===== src/rtl/xc_sha3_idx_seq.sv =====
// Sequential SHA3 lane-address generator: one request streams all 25 lane addresses.
// Optional XC_SHA3_IDX_CHAIN_EN lets the next request start in the last beat's cycle, removing the gap between sweeps.
module xc_sha3_idx_seq #(
  parameter int ADDR_W     = 32,
  parameter int LANE_SHIFT = 3
) (
  input  logic              g_clk,
  input  logic              g_reset,
  input  logic              req_valid,
  output logic              req_ready,
  input  logic [2:0]        req_mode,
  input  logic [ADDR_W-1:0] req_base,
  output logic              req_err,
  input  logic              abort,
  output logic              out_valid,
  input  logic              out_ready,
  output logic [ADDR_W-1:0] out_addr,
  output logic [2:0]        out_x,
  output logic [2:0]        out_y,
  output logic              out_last
);

`ifdef XC_SHA3_IDX_CHAIN_EN
  localparam bit CHAIN_EN = 1'b1;
`else
  localparam bit CHAIN_EN = 1'b0;
`endif

  typedef enum logic {IDLE, RUN} state_t;

  state_t            state_q, state_d;
  logic [2:0]        x_q, x_d, y_q, y_d, mode_q, mode_d;
  logic [ADDR_W-1:0] base_q, base_d, addr_q, addr_d;
  logic              last_q, last_d, err_q, err_d;
  logic [2:0]        nx, ny;
  logic              start, mode_legal;

  // Operands never exceed 24, so a short chain of conditional subtractions is enough.
  function automatic logic [4:0] mod5(input logic [4:0] v);
    logic [4:0] r;
    r = v;
    if (r >= 5'd20)      r = r - 5'd20;
    else if (r >= 5'd15) r = r - 5'd15;
    else if (r >= 5'd10) r = r - 5'd10;
    else if (r >= 5'd5)  r = r - 5'd5;
    return r;
  endfunction

  function automatic logic [4:0] lane_idx(input logic [2:0] mode, input logic [2:0] x,
                                          input logic [2:0] y);
    logic [4:0] x5, y5, row;
    x5  = {2'b00, x};
    y5  = {2'b00, y};
    row = y5 * 5'd5;
    case (mode)
      3'd1:    lane_idx = mod5(x5 + 5'd1) + row;
      3'd2:    lane_idx = mod5(x5 + 5'd2) + row;
      3'd3:    lane_idx = mod5(x5 + 5'd4) + row;
      3'd4:    lane_idx = y5 + mod5((x5 << 1) + y5 * 5'd3) * 5'd5;
      default: lane_idx = x5 + row;
    endcase
  endfunction

  function automatic logic [ADDR_W-1:0] lane_addr(input logic [2:0] mode,
                                                  input logic [ADDR_W-1:0] base,
                                                  input logic [2:0] x, input logic [2:0] y);
    return base + (ADDR_W'(lane_idx(mode, x, y)) << LANE_SHIFT);
  endfunction

  always_comb begin
    state_d    = state_q;
    x_d        = x_q;
    y_d        = y_q;
    mode_d     = mode_q;
    base_d     = base_q;
    addr_d     = addr_q;
    last_d     = last_q;
    err_d      = 1'b0;
    start      = 1'b0;
    mode_legal = (req_mode <= 3'd4);
    nx         = (x_q == 3'd4) ? 3'd0 : x_q + 3'd1;
    ny         = (x_q == 3'd4) ? y_q + 3'd1 : y_q;
    req_ready  = (state_q == IDLE) ||
                 (CHAIN_EN && (state_q == RUN) && last_q && out_ready && !abort);

    case (state_q)
      IDLE: begin
        if (req_valid) begin
          if (mode_legal) start = 1'b1;
          else            err_d = 1'b1;
        end
      end
      RUN: begin
        // Abort wins over the handshake, so the presented beat is dropped.
        if (abort) begin
          state_d = IDLE;
          last_d  = 1'b0;
        end else if (out_ready) begin
          if (last_q) begin
            state_d = IDLE;
            last_d  = 1'b0;
            if (req_ready && req_valid) begin
              if (mode_legal) start = 1'b1;
              else            err_d = 1'b1;
            end
          end else begin
            x_d    = nx;
            y_d    = ny;
            addr_d = lane_addr(mode_q, base_q, nx, ny);
            last_d = (nx == 3'd4) && (ny == 3'd4);
          end
        end
      end
      default: state_d = IDLE;
    endcase

    if (start) begin
      state_d = RUN;
      mode_d  = req_mode;
      base_d  = req_base;
      x_d     = 3'd0;
      y_d     = 3'd0;
      addr_d  = lane_addr(req_mode, req_base, 3'd0, 3'd0);
      last_d  = 1'b0;
    end
  end

  always_ff @(posedge g_clk or posedge g_reset) begin
    if (g_reset) begin
      state_q <= IDLE;
      x_q     <= 3'd0;
      y_q     <= 3'd0;
      mode_q  <= 3'd0;
      base_q  <= '0;
      addr_q  <= '0;
      last_q  <= 1'b0;
      err_q   <= 1'b0;
    end else begin
      state_q <= state_d;
      x_q     <= x_d;
      y_q     <= y_d;
      mode_q  <= mode_d;
      base_q  <= base_d;
      addr_q  <= addr_d;
      last_q  <= last_d;
      err_q   <= err_d;
    end
  end

  assign out_valid = (state_q == RUN);
  assign out_addr  = addr_q;
  assign out_x     = x_q;
  assign out_y     = y_q;
  assign out_last  = last_q;
  assign req_err   = err_q;

endmodule


===== config.mk =====
export PLATFORM = sky130hd
export DESIGN_NAME = xc_sha3_idx_seq
export DESIGN_NICKNAME = d
export VERILOG_FILES = /design/src/rtl/xc_sha3_idx_seq.sv
export SDC_FILE = /design/constraint.sdc
export NUM_CORES = 1
export LEC_CHECK = 0
export ABC_CLOCK_PERIOD_IN_PS = 13200
export BUFFER_PORTS_ARGS = -buffer_cell sky130_fd_sc_hd__buf_2
export CORE_MARGIN = 2
export CORE_UTILIZATION = 30
export CTS_CLUSTER_SIZE = 20
export DETAILED_ROUTE_END_ITERATION = 6
export SKIP_LAST_GASP = 1
export SLEW_MARGIN = 20
export SYNTH_ARGS = -nofsm -noshare
export SYNTH_HDL_FRONTEND = slang
export SYNTH_SLANG_ARGS = --single-unit
export TNS_END_PERCENT = 1

===== constraint.sdc =====
create_clock -name g_clk -period 13.2 [get_ports g_clk]
set_input_delay 1.32 -clock g_clk [delete_from_list [all_inputs] [get_ports g_clk]]
set_output_delay 1.32 -clock g_clk [all_outputs]
set_load 0.05 [all_outputs]

# Word-level counts from Yosys, hierarchy flattened
# Index checks and enable logic that the tools add are counted.
word_totals:
  register_bits: 76
classes:
  n_addsub: 29
  multipliers: 3
  n_lt_le_gt_ge: 17
  eq_ne: 12
  n_mux: 84
  bitwise_logic: 1
  n_reduce_logical: 7
ops:
  columns: ["op", "count"]
  rows:
  - ["$mux 5", 41]
  - ["$mux 32", 5]
  - ["$add 32x8->32", 2]
  - ["$mux 3", 12]
  - ["$sub 4x4->5 const B", 6]
  - ["$ge 4x4->1 const B", 6]
  - ["$mux 1", 22]
  - ["$pmux 5 s4", 1]
  - ["$add 5x5->5", 3]
  - ["$ge 4x5->1 const B", 3]
  - ["$sub 4x3->5 const B", 3]
  - ["$sub 4x5->5 const B", 3]
  - ["$eq 3x2->1 const B", 4]
  - ["$eq 3x3->1 const B", 4]
  - ["$ge 4x3->1 const B", 3]
  - ["$add 3x5->5", 2]
  - ["$ge 5x4->1 const B", 2]
  - ["$sub 5x4->5 const B", 2]
  - ["$pmux 3 s3", 1]
  - ["$add 3x1->3 const B", 2]
  - ["$eq 3x1->1 const B", 2]
  - ["$add 4x5->5", 1]
  - ["$ge 5x3->1 const B", 1]
  - ["$ge 5x5->1 const B", 1]
  - ["17 further kinds", 21]

# Longest topological paths before layout
# Gate-level depths: netlist (run 1).
depth:
  depth_word: 27
  ltp_mapped: 36
  mapped_depth_nobuf: 34

# Least setup slack after synthesis (run 1)
# Ideal clock, no wire load.
synth_path:
  path_type: "reg2reg"
  start: "reg x_q[0], in the netlist out_x[0]"
  end: "reg addr_q[31], in the netlist out_addr[31]"
  setup_ps: 133
  arrival_ps: 8107
  t_required_ps: 13067
  slack_ps: 4960
  path_stages_with_launch: 37
  period_less_slack_ps: 8240
  cell_sequence: "dfrtp_1 inv_1 ha_1 buf_6 and2_1 mux2i_2 inv_2 xnor2_1 ha_1 a21o_1 ha_1 fa_1 clkbuf_1 inv_1 ha_1 nand2_1 nand2_1 a2111o_1 nand3_1 or3b_1 a21o_1 ha_1 ha_1 ha_1 a21o_1 a21oi_1 xnor2_1 xnor2_1 xnor2_1 mux2i_1 ha_1 a21oi_1 nor4_1 nand3_1 xnor2_1 a22oi_1 o21ai_0"
synth_between:
  elab_chain_cells: 27
synth_lines:
  columns: ["element", "line_no", "rtl"]
  rows:
  - ["from (decl)", "32", "logic [2:0] x_q, x_d, y_q, y_d, mode_q, mode_d;"]
  - ["from (signal assigned)", "131", "x_q <= 3'd0;"]
  - ["from (signal assigned)", "140", "x_q <= x_d;"]
  - ["$eq 3x3->1", "81, 82", null]
  - ["$mux 3", "82", "ny = (x_q == 3'd4) ? y_q + 3'd1 : y_q;"]
  - ["$mul 3x2->5", "59", "3'd4: lane_idx = y5 + mod5((x5 << 1) + y5 * 5'd3) * 5'd5;"]
  - ["$add 4x5->5", "59", null]
  - ["$sub 5x3->5 or $ge 5x3->1 (tied branches)", "45", "else if (r >= 5'd5) r = r - 5'd5;"]
  - ["$mux 5", "45", null]
  - ["$mux 5", "44", "else if (r >= 5'd10) r = r - 5'd10;"]
  - ["$mux 5", "43", "else if (r >= 5'd15) r = r - 5'd15;"]
  - ["(+11 left out)", null, null]
  - ["$mux 5 (*)", "95", "if (abort) begin"]
  - ["$mux 5 (*)", "86", "case (state_q)"]
  - ["$add 32x8->32 (*)", "67", "return base + (ADDR_W'(lane_idx(mode, x, y)) << LANE_SHIFT);"]
  - ["$mux 32 (*)", "99", "if (last_q) begin"]
  - ["$mux 32 (*)", "98", "end else if (out_ready) begin"]
  - ["$mux 32 (*)", "95", null]
  - ["$mux 32 (*)", "86", null]
  - ["$mux 32 (*)", "117", "if (start) begin"]
  - ["to (signal assigned)", "144", "addr_q <= addr_d;"]
  - ["to (decl)", "33", "logic [ADDR_W-1:0] base_q, base_d, addr_q, addr_d;"]
# Every way passes the cells marked *; elsewhere a longest branch is shown, timed or not. The select of a mux whose other input is x is not followed.
# A chain may end at the register's enable or synchronous reset.

# Worst setup path after layout (run 1)
# Ends and elaborated chain as after synthesis.

==> run summary, run 1 <==
largest cells by area after synthesis - dfrtp_1 (30%), ha_1 (11%), nand2_1 (8.8%)
RePlAce Congestion - 0.882
share of layout cells above drive strength 1 - 14.6%
first-pass GRT wire length - 28.7 mm
largest stage delay on the critical path - 700 ps
Detailed Routing Iterations Pass 1 - 5
RSZ-0062 raised after global routing - no
Tot GR Track Use - 16.0%
grt total ovfl - 0
Setup TNS Final - 0 ps
row count - 53
Worst-path clk slew - 60 ps
CTS sink count - 76
DR vias/cell - 5.15
GRT met2 Usage - 26.2%
Yosys reg bits - 76
Num CTS Buffers - 9
Layout Nets - 945
Worst Path Class, Setup - reg -> reg
core area - 20900 um^2
cell taking the most area after synthesis - dfrtp_1
hold_buf cts - 0
Post-DP HPWL - 12.8 mm
Power Density - 239 nW/um^2
# diodes - 0
Final Power - 0.00174 W
CTS Root Cell - clkbuf_16
Sequential cell area - 1900 um^2
Skew-Pair Late Insertion Delay - 340 ps
CTS tree - yes
Post-Place Cells - 1109
Worst Path Buf+Inv - 3
Post-Syn Nets - 877
post_cts resized - 0
Final Skew - 6.54 ps
most frequent CP cell - ha_1
arrival time at the worst endpoint - 9010 ps
initial antenna violation count - 0
full die area - 22300 um^2
final setup fails - 0
normalized max-slew margin - 35.9%
Final Hold Viols - 0
Post-synth top flop - dfrtp_1
met3 usage - 2.41%
# fillers - 2216
CTS Buffer Depth - 2
sequential element share of the synthesized area - 30.0%
WP data required - 13390 ps
Avg Cell Area, Syn - 8.17 um^2
Die Y - 149 um
DR vias - 5779
status - finished, final reports clean
met1 Track Usage GR - 22.0%
postcts setup bufs - 0
largest net degree at the start of global routing - 77
worst-margin pin slew - 962 ps
post-layout util - 34.8%
post-layout min period - 8830 ps
DR iter-0 viols - 401
Netlist cell types - 73
area share of the largest cell type after synthesis - 30.0%
critical path's slowest cell - fa_1
crit-path max FO - 13
DR DRC count - 0
Die W - 149 um
Static Leak - 3.35 nW
final worst-path cycle share - 66.9%
Top delay family on crit path - adder cells
detailed-route wire length per cell - 15.5 um
fmax - 113 MHz
fin. max-slew vios - 0
min-delay worst type - reg -> reg
CP startpoint kind - flop
starting density of the core - 30.4%
crit path capture type - flop
VDD IR max - 0.151 mV
I/O pins - 82
Gate Count Post-Synth - 777
Detailed Route WL - 17.4 mm
vias in the first global route - 5485
Cell Area, Synth - 6340 um^2
Max Cap Viol - 0
GR peak layer - met2
multi-input logic area - 4200 um^2
yosys warns - 0
number of port buffers - 81
Antenna Violating Nets Remaining - 0
area overhead of the layout relative to synthesis - 14.7%
Post-synth EDFFs - 0
Non-Filler Instances - 1123
async set or reset register ratio after synthesis - 100%
H-tree Lvls - 3
==> cells in the mapped netlist (6+ instances only) <==
library cell  number
a31oi_1           17
and3_1            14
nand4_1           12
inv_1             27
a211o_1            8
clkbuf_1          19
nor3_1            14
a211oi_1           9
xnor2_1           34
o21ai_0           45
ha_1              55
a21oi_1           38
nor2b_1            8
o211ai_1           6
o22ai_1            9
nor2_1            62
a21o_1             7
nand3_1           28
dfrtp_1           76
buf_1              7
xor2_1            37
nand2_1          148
==> sequential cells by signal, summed over array words and instances (netlist names) <==
signal,flops
base_q,32
mode_q,3
out_addr,32
out_last,1
out_valid,1
out_x,3
out_y,3
req_err,1
==> cells by family after synthesis <==
family                     share of synthesized area, %
DFF                                                30.0
xor gates and xnor gates                           10.1
AOI/OAI and AO/OA                                  18.5
and+or+nand+nor                                    23.7
buffers and inverters                              3.96
muxes                                              1.20
adders and majority gates                          12.6
==> final cells by class <==
type,count,share of cell area [%]
Timing Repair Buffer,87,6.24
Clock inverter,3,0.206
Inverter,31,1.68
Sequential cell,76,26.1
Clock buffer,11,3.34
Tap cell,275,4.73
Multi-Input combinational cell,640,57.7
==> per-layer routing <==
| layer | vias up | share of wire, % | routed length [um] |
|---|---|---|---|
| met1 | 2701 | 46 | 8050 |
| met3 | 22 | 5.9 | 1020 |
| li1 | 2867 | - | - |
| met2 | 189 | 47 | 8130 |
| met4 | 0 | 1.3 | 231 |
| met5 | - | 0 | 0 |
==> layout by cell type, fill, tap and decap left out, types with 9 or more instances in the layout <==
cell type / n
a31oi_1: 17
nand3_1: 27
o22ai_1: 9
nand2_1: 148
inv_1: 26
a21oi_1: 38
clkbuf_16: 9
a211oi_1: 9
xor2_1: 37
nor2_1: 62
xnor2_1: 34
nand4_1: 12
dfrtp_1: 76
ha_1: 55
nor3_1: 14
o21ai_0: 45
buf_2: 81
and3_1: 13
==> where the power goes <==
group / internal, W / total [W] / leakage, nW / switching (W)
logic: 0.000452 / 0.00118 / 2.29 / 0.000726
registers: 0.000291 / 0.000341 / 0.933 / 0.0000500
clock network: 0.000129 / 0.000223 / 0.131 / 0.0000941
total: 0.000872 / 0.00174 / 3.35 / 0.000870
==> worst register-to-register path, delay by kind of cell (launching register included) <==
family	cells	cell delay (ps)
muxes	1	110
and+or+nand+nor	7	1610
xor gates and xnor gates	6	1420
AOI/OAI and AO/OA	8	1570
buffers and inverters	3	590
DFF	1	490
adders and majority gates	9	2890
==> worst paths after layout <==
kind                                  startpoint                        to  slack [ps]  cells after the start
setup / recovery            out_x[0]$_DFFE_PP0P_  out_addr[31]$_DFFE_PP0P_        4370                     34
hold / removal             base_q[0]$_DFFE_PP0P_     base_q[0]$_DFFE_PP0P_         470                      2
setup reg to reg            out_x[0]$_DFFE_PP0P_  out_addr[31]$_DFFE_PP0P_        4370                     34
hold reg to reg            base_q[0]$_DFFE_PP0P_     base_q[0]$_DFFE_PP0P_         470                      2
max in group asynchronous                g_reset   out_addr[0]$_DFFE_PP0P_       11530                      3
min in group asynchronous                g_reset      out_x[1]$_DFFE_PP0P_        1130                      3
==> stage by stage <==
step                      hold slack (ps)  cell area, um^2  setup WS, ps
after detailed placement              461             7020          4260
after global placement                456             7020          4520
after floorplan                       440             6340          4960
after global routing                  499             7280          3570
final                                 467             7280          4370
after CTS                             475             7270          4240
Power figures use the tool's default switching activity.
==> run 2, diff against run 1 <==
--- a/config.mk
+++ b/config.mk
@@ -5,7 +5,7 @@
 export SDC_FILE = /design/constraint.sdc
 export NUM_CORES = 1
 export LEC_CHECK = 0
-export ABC_CLOCK_PERIOD_IN_PS = 13200
+export ABC_CLOCK_PERIOD_IN_PS = 8100
 export BUFFER_PORTS_ARGS = -buffer_cell sky130_fd_sc_hd__buf_2
 export CORE_MARGIN = 2
 export CORE_UTILIZATION = 30
==> constraint.sdc (replaced) <==
create_clock -name g_clk -period 8.1 [get_ports g_clk]
set_input_delay 0.81 -clock g_clk [delete_from_list [all_inputs] [get_ports g_clk]]
set_output_delay 0.81 -clock g_clk [all_outputs]
set_load 0.05 [all_outputs]
==> run 2 against run 1 <==
  * Total power grew 68%
  * Cell area is 1.7% higher
  * Final cell count is 1.1% higher
  * Flip-flop and latch count is the same
  * Core utilization grew 0.60 points
  * Critical endpoint unchanged
  * Largest cell class unchanged
==> run summary, run 2 (synthesized netlist as in run 1, its figures left out) <==
Worst-path clk slew - 60 ps
critical path's slowest cell - fa_1
CTS Root Cell - clkbuf_16
Power Density - 395 nW/um^2
most common cell after layout, fill and taps aside - nand2_1
fin. max-slew vios - 0
Max Cap Viol - 0
number of port buffers - 81
DR iter-0 viols - 426
Worst Path Class, Setup - reg -> reg
CTS Buffer Depth - 2
Num CTS Buffers - 9
post-route setup slack - 550 ps
DR vias/cell - 5.11
Detailed Routing Iterations Pass 1 - 5
crit path launch - out_x[0]$_DFFE_PP0P_
VDD IR max - 0.255 mV
Die Y - 149 um
Antenna Violating Nets Remaining - 0
Detailed Route WL - 18.1 mm
# diodes - 0
DR DRC count - 0
Skew-Pair Late Insertion Delay - 340 ps
grt total ovfl - 0
H-tree Lvls - 3
Tot GR Track Use - 16.5%
Place WS - 51.4 ps
Final Power - 0.00292 W
Layout Nets - 957
Final Skew - 8.77 ps
reg-to-reg startpoint - out_x[0]$_DFFE_PP0P_
WP data required - 8290 ps
largest net degree at the start of global routing - 77
vias in the first global route - 5584
CTS sink count - 76
final worst-path cycle share - 93.2%
detailed-route wire length per cell - 15.9 um
Post-DP HPWL - 13.2 mm
final setup fails - 0
DR vias - 5802
CTS tree - yes
starting density of the core - 30.4%
first-pass GRT wire length - 29.7 mm
crit-path max FO - 10
RePlAce Congestion - 0.859
fmax - 132 MHz
Static Leak - 3.41 nW
crit path capture type - flop
Die W - 149 um
arrival time at the worst endpoint - 7740 ps
min-delay worst type - in -> async
# fillers - 2165
I/O pins - 82
area overhead of the layout relative to synthesis - 16.7%
post-layout util - 35.4%
CP startpoint kind - flop
full die area - 22300 um^2
commonest non-fill, non-tap cells in the layout - nand2_1 (148), buf_2 (81), dfrtp_1 (75)
row count - 53
Final Hold Viols - 0
status - finished, final reports clean
most frequent CP cell - ha_1
initial antenna violation count - 0
share of layout cells above drive strength 1 - 16.6%
post-layout min period - 7550 ps
worst-margin pin slew - 788 ps
core area - 20900 um^2
largest stage delay on the critical path - 450 ps
normalized max-slew margin - 47.1%
[run 2: cell types whose count changed in the layout (fill, tap and decap cells not counted), moves of 2 or more]
cell | before | now
buf_4 | 5 | 18
inv_1 | 26 | 24
inv_2 | 2 | 4
clkinv_2 | 4 | 2
[run 2: cell type report]
cell class / count / area, um^2 / area share (%)
well taps: 275 / 344 / 4.65
repair buffers: 99 / 541 / 7.30
flip-flops and latches: 76 / 1900 / 25.7
multi-input cells: 640 / 4230 / 57.1
clock buffers: 12 / 256 / 3.46
inverters: 31 / 123 / 1.66
clock inverters: 2 / 12.5 / 0.169
[run 2: worst max-delay path: cells and delay by family, from the launching register on]
family | cells | cell delay (ps)
AOI/OAI and AO/OA | 9 | 1360
xor gates and xnor gates | 6 | 1100
adders and majority gates | 10 | 2740
buffers and inverters | 4 | 640
DFF | 1 | 440
muxes | 1 | 100
and+or+nand+nor | 6 | 1000
[run 2: final timing paths]
check,cells after the start,slack [ps],endpoint
setup / recovery,36,550,out_addr[31]$_DFFE_PP0P_
hold reg to reg,2,470,base_q[2]$_DFFE_PP0P_
hold / removal,2,460,out_addr[11]$_DFFE_PP0P_
min in group g_clk,2,470,base_q[2]$_DFFE_PP0P_
max in group asynchronous,3,6590,out_addr[28]$_DFFE_PP0P_
setup reg to reg,36,550,out_addr[31]$_DFFE_PP0P_
[run 2: stage by stage]
step / cells / hold slack (ps) / instance area [um^2] / TNS, ps
floorplan: 777 / 440 / 6350 / 0
global placement: 1117 / 458 / 7080 / 0
detailed placement: 1117 / 459 / 7080 / 0
CTS: 1131 / 472 / 7350 / 0
global route: 1135 / 501 / 7400 / -10.7
finish: 1135 / 464 / 7400 / 0
[run 2: timing repair]
item / 4_1_cts / 5_1_grt
gates resized for setup: 0 / 7
buffers inserted: 0 / 4
hold buffers: 0 / 0
setup endpoints to repair: 0 / 23
[run 2: routing by layer]
metal  up-vias  global-route usage (%)  wire length [um]
li1       2893                       -                 -
met1      2751                    22.7              8520
met2       143                    27.5              8530
met5         -                       0                 0
met4         0                    3.48               170
met3        15                    2.47               847
[run 2: where the power goes]
part / switching, W / leakage, nW / internal (W)
Clock: 0.000153 / 0.131 / 0.000220
Combinational: 0.00121 / 2.35 / 0.000784
Sequential: 0.0000818 / 0.932 / 0.000474
==> run 3, diff against run 2 <==
--- a/config.mk
+++ b/config.mk
@@ -5,12 +5,15 @@
 export SDC_FILE = /design/constraint.sdc
 export NUM_CORES = 1
 export LEC_CHECK = 0
-export ABC_CLOCK_PERIOD_IN_PS = 8100
+export ABC_CLOCK_PERIOD_IN_PS = 6350
 export BUFFER_PORTS_ARGS = -buffer_cell sky130_fd_sc_hd__buf_2
+export CELL_PAD_IN_SITES_DETAIL_PLACEMENT = 1
+export CELL_PAD_IN_SITES_GLOBAL_PLACEMENT = 2
 export CORE_MARGIN = 2
 export CORE_UTILIZATION = 30
 export CTS_CLUSTER_SIZE = 20
 export DETAILED_ROUTE_END_ITERATION = 6
+export PLACE_DENSITY_LB_ADDON = 0.1
 export SKIP_LAST_GASP = 1
 export SLEW_MARGIN = 20
 export SYNTH_ARGS = -nofsm -noshare
==> constraint.sdc (replaced) <==
create_clock -name g_clk -period 6.35 [get_ports g_clk]
set_input_delay 0.635 -clock g_clk [delete_from_list [all_inputs] [get_ports g_clk]]
set_output_delay 0.635 -clock g_clk [all_outputs]
set_load 0.05 [all_outputs]
==> run 3 against run 2 <==
  * The flow now finishes with violations (setup timing)
  * Die area is the same
  * Via count up 8.0%
  * Combinational power is 88% higher
  * Setup slack worse by 1100 ps
  * Core utilization up 3.9 points
  * Global-route usage up 4.1 points
  * Clock power is 36% higher
  * First-iteration DRC count shrank 45%
  * Largest cell class unchanged
==> run summary, run 3 (synthesized netlist as in run 1, its figures left out) <==
post-layout min period - 6900 ps
commonest non-fill, non-tap cells in the layout - nand2_1 (145), buf_4 (86), buf_2 (81)
Die W - 149 um
DR vias/cell - 5.18
RePlAce Congestion - 0.814
DR iter-0 viols - 235
combinational share of power - 75.5%
Worst Path Class, Setup - reg -> reg
most frequent CP cell - buf_4
CTS Root Cell - clkbuf_16
R2R setup slack - -550 ps
Final Skew - 5.94 ps
part of the power in registers - 14.3%
share of layout cells above drive strength 1 - 26.2%
initial antenna violation count - 2
Max Cap Viol - 0
Post-DP HPWL - 16.6 mm
VDD IR max - 0.398 mV
I/O pins - 82
Detailed Route WL - 22.4 mm
core area - 20900 um^2
# fillers - 2541
full die area - 22300 um^2
failing checks - setup timing
row count - 53
crit path capture type - flop
post-route setup slack - -546 ps
WP data required - 6550 ps
Post-Layout Inst Area - 8210 um^2
Static Leak - 3.83 nW
multi-input logic area - 4440 um^2
Pint - 0.00268 W
Worst-path clk slew - 60 ps
worst-margin pin slew - 813 ps
starting density of the core - 30.4%
arrival time at the worst endpoint - 7100 ps
Final Hold Viols - 0
status - complete, but fails checks
Layout Nets - 1029
switching part of the total - 46.0%
fin. max-slew vios - 0
Non-Filler Instances - 1210
Post-Place Cells - 1178
H-tree Lvls - 3
CTS Buffer Depth - 2
dpl cell area - 7690 um^2
first-pass GRT wire length - 36.0 mm
Antenna Violating Nets Remaining - 0
CTS sink count - 76
vias in the first global route - 6733
critical path's slowest cell - fa_1
clock share of power - 10.3%
area overhead of the layout relative to synthesis - 29.4%
crit-path max FO - 6
fmax - 145 MHz
Final Power - 0.00495 W
Place WS - -666 ps
Tot GR Track Use - 20.6%
CP startpoint kind - flop
most common cell after layout, fill and taps aside - nand2_1
Worst Path Buf+Inv - 8
DR vias - 6265
Die Y - 149 um
Num CTS Buffers - 9
Sequential cell area - 1900 um^2
Skew-Pair Late Insertion Delay - 350 ps
normalized max-slew margin - 45.8%
detailed-route wire length per cell - 18.5 um
CTS tree - yes
final setup fails - 26
Sw Pwr - 0.00228 W
DR DRC count - 0
grt total ovfl - 0
largest stage delay on the critical path - 550 ps
Power Density - 603 nW/um^2
Detailed Routing Iterations Pass 1 - 4
RSZ-0062 raised after global routing - yes
final worst-path cycle share - 109%
post-layout util - 39.3%
number of port buffers - 81
largest net degree at the start of global routing - 77
min-delay worst type - in -> async
Top delay family on crit path - adder cells
-- run 3: final timing paths --
| kind | depth (start not counted) | to | start |
|---|---|---|---|
| max | 34 | out_addr[25]$_DFFE_PP0P_ | out_x[0]$_DFFE_PP0P_ |
| min | 3 | out_addr[9]$_DFFE_PP0P_ | g_reset |
| max reg2reg | 34 | out_addr[25]$_DFFE_PP0P_ | out_x[0]$_DFFE_PP0P_ |
| min reg2reg | 2 | base_q[3]$_DFFE_PP0P_ | base_q[3]$_DFFE_PP0P_ |
| max in group asynchronous | 3 | out_addr[1]$_DFFE_PP0P_ | g_reset |
| min in group g_clk | 2 | base_q[3]$_DFFE_PP0P_ | base_q[3]$_DFFE_PP0P_ |
-- run 3: timing repair --
action / in CTS / in global routing
pin swaps: 11 / 22
buffers inserted: 10 / 5
hold buffers: 0 / 0
gates resized for setup: 9 / 15
setup endpoints to repair: 26 / 27
-- run 3: routing by layer --
| metal | share of wire, % | GRT usage [%] | vias up |
|---|---|---|---|
| li1 | - | - | 3033 |
| met1 | 45 | 26.0 | 3115 |
| met2 | 50 | 36.2 | 90 |
| met3 | 3.0 | 2.84 | 25 |
| met4 | 2.0 | 6.48 | 2 |
| met5 | 0.058 | 0 | - |
-- run 3: tightest hold or removal path, delay by kind of cell --
family / cells / cell delay [ps]
buffers and inverters: 3 / 670
-- run 3: metrics by stage --
| step | setup TNS (ps) | hold slack [ps] |
|---|---|---|
| after floorplan | -13360 | 440 |
| after global placement | -10640 | 453 |
| after detailed placement | -13810 | 473 |
| after CTS | -10530 | 492 |
| after global routing | -19790 | 517 |
| final | -10380 | 450 |
-- run 3: area by class of cell --
| class | instances | share of cell area (%) |
|---|---|---|
| antenna | 1 | 0.0305 |
| tap | 275 | 4.19 |
| sequential | 76 | 23.2 |
| inverter | 31 | 1.55 |
| multi-input combinational | 640 | 54.1 |
| clock inverter | 1 | 0.0610 |
| clock buffer | 15 | 3.38 |
| timing repair buffer | 171 | 13.5 |
-- run 3: power by group through the flow --
stage / Combinational (W) / Sequential (W) / Clock, W
6_report: 0.00374 / 0.000707 / 0.000509
5_1_grt: 0.00413 / 0.000723 / 0.000539
4_1_cts: 0.00352 / 0.000709 / 0.000519
3_5_place_dp: 0.00330 / 0.000715 / 0
3_3_place_gp: 0.00324 / 0.000710 / 0
2_1_floorplan: 0.00192 / 0.000946 / 0
